`config.mk`:
```
export PLATFORM = sky130hd
export DESIGN_NAME = alu_issue_unit
export DESIGN_NICKNAME = d
export VERILOG_FILES = /design/src/rtl/alu_issue_unit.sv
export SDC_FILE = /design/constraint.sdc
export NUM_CORES = 1
export LEC_CHECK = 0
export CAP_MARGIN = 10
export CORE_MARGIN = 3
export CORE_UTILIZATION = 40
export DETAILED_ROUTE_END_ITERATION = 16
export GPL_TIMING_DRIVEN = 1
export PLACE_DENSITY_LB_ADDON = 0.25
export REMOVE_ABC_BUFFERS = 1
export SYNTH_ARGS = -nofsm -noshare
export SYNTH_HDL_FRONTEND = slang
export SYNTH_SLANG_ARGS = --single-unit
```
`constraint.sdc`:
```
create_clock -name clk -period 2.51 [get_ports clk]
set_clock_uncertainty 0.15 [all_clocks]
set_input_delay 0.502 -clock clk [delete_from_list [all_inputs] [get_ports clk]]
set_output_delay 0.502 -clock clk [all_outputs]
set_load 0.03 [all_outputs]
```
`src/rtl/alu_issue_unit.sv`:
```
// alu_issue_unit: execute-stage front end for a 16-bit combinational ALU.
// Two stages: E (issue register, ID/EX) feeds the ALU, R (result register,
// EX/MEM) holds the registered result for downstream.
// Optional build macro: ALU_ISSUE_FWD_EN (bypass from R into E operands).
// Without it, decode is held off until any producer of a used source drains.
//
// Handshakes: a transfer happens on a rising clk edge where valid && ready.
// valid never depends on ready; once raised, res_valid and res_data/res_rd
// stay stable until the transfer completes.
module alu_issue_unit #(
  parameter int DATA_W = 16,
  parameter int REG_W  = 3
) (
  input  logic              clk,
  input  logic              reset,
  input  logic              dec_valid,
  output logic              dec_ready,
  input  logic [1:0]        dec_func,
  input  logic              dec_use_imm,
  input  logic [REG_W-1:0]  dec_rs1,
  input  logic [REG_W-1:0]  dec_rs2,
  input  logic [REG_W-1:0]  dec_rd,
  input  logic [DATA_W-1:0] dec_rs1_val,
  input  logic [DATA_W-1:0] dec_rs2_val,
  input  logic [DATA_W-1:0] dec_imm,
  input  logic              flush,
  output logic [DATA_W-1:0] alu_a,
  output logic [DATA_W-1:0] alu_b,
  output logic [1:0]        alu_op,
  input  logic [DATA_W-1:0] alu_result,
  output logic              res_valid,
  input  logic              res_ready,
  output logic [DATA_W-1:0] res_data,
  output logic [REG_W-1:0]  res_rd
);

  localparam logic [1:0] FUNC_NOP = 2'b11;

  // E stage
  logic              e_valid;
  logic [1:0]        e_op;
  logic [REG_W-1:0]  e_rd;
  logic [DATA_W-1:0] e_a;
  logic [DATA_W-1:0] e_b;
`ifdef ALU_ISSUE_FWD_EN
  logic [REG_W-1:0]  e_rs1;
  logic [REG_W-1:0]  e_rs2;
  logic              e_b_imm;
`endif

  // R stage
  logic              r_valid;
  logic [DATA_W-1:0] r_data;
  logic [REG_W-1:0]  r_rd;

  logic              adv_r;
  logic              adv_e;
  logic              e_fire;
  logic              accept;
  logic              hazard;
  logic [DATA_W-1:0] op_a;
  logic [DATA_W-1:0] op_b;

  // Pipeline advance conditions; a flushed E entry never reaches R
  always_comb begin
    adv_r  = !r_valid || res_ready;
    adv_e  = e_valid && adv_r;
    e_fire = adv_e && !flush;
  end

`ifdef ALU_ISSUE_FWD_EN
  // Effective operands: R result bypasses stale captured sources; no stalls
  always_comb begin
    op_a   = e_a;
    op_b   = e_b;
    hazard = 1'b0;
    if (e_valid && r_valid && (r_rd != '0)) begin
      if (r_rd == e_rs1) op_a = r_data;
      if (!e_b_imm && (r_rd == e_rs2)) op_b = r_data;
    end
  end
`else
  // No bypass: stall decode while a used nonzero source is still in flight
  always_comb begin
    logic rs1_busy;
    logic rs2_busy;
    op_a     = e_a;
    op_b     = e_b;
    rs1_busy = (dec_rs1 != '0) &&
               ((e_valid && (dec_rs1 == e_rd)) || (r_valid && (dec_rs1 == r_rd)));
    rs2_busy = (dec_rs2 != '0) && !dec_use_imm &&
               ((e_valid && (dec_rs2 == e_rd)) || (r_valid && (dec_rs2 == r_rd)));
    hazard   = dec_valid && (rs1_busy || rs2_busy);
  end
`endif

  // Decode handshake and ALU drive; NOP presents AND to the ALU
  always_comb begin
    dec_ready = !flush && (!e_valid || adv_r) && !hazard;
    accept    = dec_valid && dec_ready;
    alu_a     = op_a;
    alu_b     = op_b;
    alu_op    = (e_op == FUNC_NOP) ? 2'b00 : e_op;
    res_valid = r_valid;
    res_data  = r_data;
    res_rd    = r_rd;
  end

  // Issue register: load on accept; otherwise freeze the effective operands
  // so the ALU inputs hold their last values once E drains
  always_ff @(posedge clk) begin
    if (!reset) begin
      e_valid <= 1'b0;
      e_op    <= '0;
      e_rd    <= '0;
      e_a     <= '0;
      e_b     <= '0;
`ifdef ALU_ISSUE_FWD_EN
      e_rs1   <= '0;
      e_rs2   <= '0;
      e_b_imm <= 1'b0;
`endif
    end else if (accept) begin
      e_valid <= 1'b1;
      e_op    <= dec_func;
      e_rd    <= (dec_func == FUNC_NOP) ? '0 : dec_rd;
      e_a     <= dec_rs1_val;
      e_b     <= dec_use_imm ? dec_imm : dec_rs2_val;
`ifdef ALU_ISSUE_FWD_EN
      e_rs1   <= dec_rs1;
      e_rs2   <= dec_rs2;
      e_b_imm <= dec_use_imm;
`endif
    end else begin
      if (flush || adv_e) e_valid <= 1'b0;
      e_a <= op_a;
      e_b <= op_b;
    end
  end

  // Result register: capture ALU output on advance, drop on handshake
  always_ff @(posedge clk) begin
    if (!reset) begin
      r_valid <= 1'b0;
      r_data  <= '0;
      r_rd    <= '0;
    end else if (e_fire) begin
      r_valid <= 1'b1;
      r_data  <= (e_op == FUNC_NOP) ? '0 : alu_result;
      r_rd    <= e_rd;
    end else if (res_ready) begin
      r_valid <= 1'b0;
    end
  end

endmodule

```
==> qor.csv <==
stage,metric,value,unit
detailed_routing,routed metal-1 wire length,2810,µm
die,Core Area,6170,µm²
synth,Post-Synthesis Cell Area,2640,µm²
detailed_routing,detailed router's first-iteration violation count,63,
die,initial standard-cell utilization of the core,0.429,
detailed_routing,first-pass iteration count of the detailed router,4,
detailed_routing,average wire length per cell after detail routing,14.1,µm
setup_path,slowest library cell on the worst path,sky130_fd_sc_hd__a211o_1,
timing,Worst Max-Slew Pin Slew,0.545,ns
layout,area grow syn2layout,59.3,%
pwr,"Power, Total",2.18,mW
worst_hold_path,Tightest Hold Check Type,flop to flop,
global_routing,maximum number of pins on one net before global-route repair,77,
detailed_routing,highest metal used,met4,
synth,cell count after synthesis,286,
global_routing,first-pass GRT wire length,11100,µm
detailed_routing,Final Routed Wirelength,7030,µm
clock_tree,Num CTS Buffers,9,
clock_tree,root cell of the clock tree,sky130_fd_sc_hd__clkbuf_8,
die,die width,87.3,µm
layout,Final Net Count,498,
place,last weighted congestion value of the routability-driven placer,0.769,
detailed_routing,met2 wire length,3620,µm
layout,finished layout cell area,4210,µm²
timing,"Hold Violations, Final",0,
place,post-detailed-placement cell area,4030,µm²
pwr,Pleak,1.71,nW
synth,distinct cell type count of the synthesized netlist,23,
place,count of buffers inserted at the top-level ports,135,
global_routing,residual overflow from global routing,0,
detailed_routing,Via density,4.96,
clock_tree,level count of the clock H-tree,3,
global_routing,total track usage,0.183,
clock_tree,number of clock sinks,58,
pwr,power per cell area,518,nW/µm²
setup_path,worst path arrival time,1.75,ns
detailed_routing,count of nets left with antenna violations after detail routing,0,
timing,setup violators final,0,
clock_tree,clock insertion delay at the later pin of the skew report,0.33,ns
timing,top achievable clock speed,417,MHz
detailed_routing,detailed-route via count,2467,
timing,final critical delay including setup and external delays,2.40,ns
setup_path,capturing element type of the critical path,primary output,
timing,worst relative slew slack,0.637,
clock_tree,CTS tree,built,
die,number of rows created at floorplan,28,
global_routing,number of antenna violations at the first check in global routing,1,
layout,fin cells,497,
setup_path,kind of start point of the critical path,primary input,
layout,share of final-layout standard cells stronger than drive strength 1,0.0665,
place,Cells after DPL,481,
detailed_routing,post-route DRC violation count,0,
setup_path,CP Cell Sequence,"dlygate4sd2_1, xnor2_1, nand4_1, a211o_1, a21oi_2, a211oi_1, buf_4",
clock_tree,maximum buffer depth of the clock tree,2,
timing,count of final max-slew check failures,0,
timing,unrepaired setup endpoints after global routing,false,
setup_path,"critical path fanouts, max",3,
run_status,result of the run,completed,
synth,number of warnings reported in the yosys synthesis log,0,
setup_path,data required time of the worst path,1.86,ns
synth,most instantiated flip-flop cell in the synthesis netlist,sky130_fd_sc_hd__dfxtp_1,
layout,fill cell total of the finished layout,540,
clock_tree,clock-pin slew on the worst setup and hold paths,0.06,ns
synth,count of flip-flops with a built-in enable after synthesis,0,
detailed_routing,routed length on met3,509,µm
die,Die Ht,87.3,µm
run,number of max-cap violations,0,
setup_path,largest stage delay on the critical path,0.30,ns
die,number of placed I/O pins,136,
pwr,Max rail drop VDD,374,µV
die,Die ar.,7620,µm²
place,Detail Placement HPWL,5170,µm
global_routing,via count of the first global-routing pass,2432,
synth,Avg Synthesized Cell Area,9.24,µm²
synth,share of synthesized area occupied by flip-flops and latches,0.439,
synth,synthesized flop and latch total,58,
timing,portion of the clock cycle consumed by the worst path in the final layout,0.956,
synth,share of synthesized flip-flops with an asynchronous set or reset,0,
setup_path,start-to-end type of the worst setup path,primary input to primary output,
final timing paths:
check,to,depth (start not counted),startpoint,slack [ns]
setup reg to reg,alu_b[14],6,e_rd[1],0.40
setup / recovery,dec_ready,7,dec_rs2[1],0.11
hold / removal,alu_a[13],2,alu_a[13],0.31
hold reg to reg,alu_a[13],2,alu_a[13],0.31
layout by cell type, fill, tap and decap left out:
cell type,Yosys,layout
sky130_fd_sc_hd__nor2b_1,3,3
sky130_fd_sc_hd__a211o_1,1,1
sky130_fd_sc_hd__mux2i_1,37,37
sky130_fd_sc_hd__clkbuf_8,0,11
sky130_fd_sc_hd__nor3_1,2,2
sky130_fd_sc_hd__xnor2_2,0,1
sky130_fd_sc_hd__a21o_1,1,1
sky130_fd_sc_hd__buf_12,0,1
sky130_fd_sc_hd__o211a_1,16,16
sky130_fd_sc_hd__inv_1,1,1
sky130_fd_sc_hd__diode_2,0,1
sky130_fd_sc_hd__nand3_1,16,16
sky130_fd_sc_hd__clkbuf_1,16,1
sky130_fd_sc_hd__clkinv_2,0,3
sky130_fd_sc_hd__dlygate4sd2_1,0,6
sky130_fd_sc_hd__a211oi_1,1,1
sky130_fd_sc_hd__dfxtp_1,58,58
sky130_fd_sc_hd__nand2_1,65,65
sky130_fd_sc_hd__nor2_1,2,2
sky130_fd_sc_hd__nand2b_1,3,3
sky130_fd_sc_hd__and3_4,1,1
sky130_fd_sc_hd__a211oi_2,1,1
sky130_fd_sc_hd__clkdlybuf4s50_1,0,127
sky130_fd_sc_hd__buf_4,0,8
sky130_fd_sc_hd__o21a_1,1,1
sky130_fd_sc_hd__a21boi_0,21,21
sky130_fd_sc_hd__xnor2_1,12,11
sky130_fd_sc_hd__buf_2,3,1
sky130_fd_sc_hd__a21oi_2,0,1
sky130_fd_sc_hd__nand4_1,20,20
timing repair:
action,4_1_cts,5_1_grt
hold endpoints to repair,0,0
resized for setup,6,2
setup buffers,0,0
pin swaps,0,2
hold buffers,0,0
endpoints found under the setup margin,1,1
critical path, delay by kind of cell:
family	cells	cell delay, ns
compound gates	3	0.49
buf+inv	2	0.47
xor+xnor	1	0.18
simple gates	1	0.11
stage by stage:
| stage | hold WS (ns) | utilization | worst slack (ns) | setup TNS, ns |
|---|---|---|---|---|
| detailed placement | 0.296 | 0.654 | -0.205 | -6.43 |
| global route | 0.326 | 0.683 | 0.00882 | 0 |
| CTS | 0.312 | 0.680 | 0.0840 | 0 |
| floorplan | 0.307 | - | -0.163 | -0.163 |
| global placement | 0.291 | 0.654 | -0.143 | -4.21 |
| finish | 0.306 | 0.683 | 0.111 | 0 |
power by group:
| group | total [mW] | internal, mW | switching (mW) |
|---|---|---|---|
| clock network | 0.743 | 0.401 | 0.341 |
| logic | 0.447 | 0.244 | 0.203 |
| registers | 0.989 | 0.964 | 0.0251 |
state kept, by name (all words and copies together), names as in the netlist:
signal and cells:
res_data 16, e_rd 3, alu_b 16, res_rd 3, alu_a 16, e_op 2, e_valid 1, res_valid 1
area by class of cell:
| cell class | instances | area (µm²) | area share |
|---|---|---|---|
| inverters | 1 | 3.75 | 0.000892 |
| diodes | 1 | 2.50 | 0.000595 |
| clock inverters | 3 | 15.0 | 0.00357 |
| clock buffers | 12 | 155 | 0.0369 |
| well taps | 75 | 93.8 | 0.0223 |
| flip-flops and latches | 58 | 1160 | 0.276 |
| multi-input cells | 204 | 1370 | 0.325 |
| repair buffers | 143 | 1410 | 0.335 |
layer usage:
layer  up-vias  global-route usage
li1       1267                   -
met1      1126               0.217
met2        67               0.308
met3         7              0.0501
met4         0              0.0767
met5         -                   0
cells in the mapped netlist, types with 2 or more instances:
| master | n | area share |
|---|---|---|
| sky130_fd_sc_hd__a21boi_0 | 21 | 0.060 |
| sky130_fd_sc_hd__buf_2 | 3 | 0.0057 |
| sky130_fd_sc_hd__buf_6 | 4 | 0.017 |
| sky130_fd_sc_hd__clkbuf_1 | 16 | 0.023 |
| sky130_fd_sc_hd__dfxtp_1 | 58 | 0.44 |
| sky130_fd_sc_hd__mux2i_1 | 37 | 0.14 |
| sky130_fd_sc_hd__nand2_1 | 65 | 0.092 |
| sky130_fd_sc_hd__nand2b_1 | 3 | 0.0071 |
| sky130_fd_sc_hd__nand3_1 | 16 | 0.030 |
| sky130_fd_sc_hd__nand4_1 | 20 | 0.047 |
| sky130_fd_sc_hd__nor2_1 | 2 | 0.0028 |
| sky130_fd_sc_hd__nor2b_1 | 3 | 0.0071 |
| sky130_fd_sc_hd__nor3_1 | 2 | 0.0038 |
| sky130_fd_sc_hd__o211a_1 | 16 | 0.061 |
| sky130_fd_sc_hd__xnor2_1 | 12 | 0.040 |
kinds of logic (layout without fill, tap and decap cells):
group,count (synthesis),after routing,share of synthesized area
AO/OA/AOI/OAI,43,43,0.139
XOR/XNOR,12,12,0.0398
buffers and inverters,24,159,0.0469
flip-flops,58,58,0.439
multiplexers,37,37,0.140
other,0,1,0
AND/OR/NAND/NOR,112,112,0.195
Power figures use the tool's default switching activity.
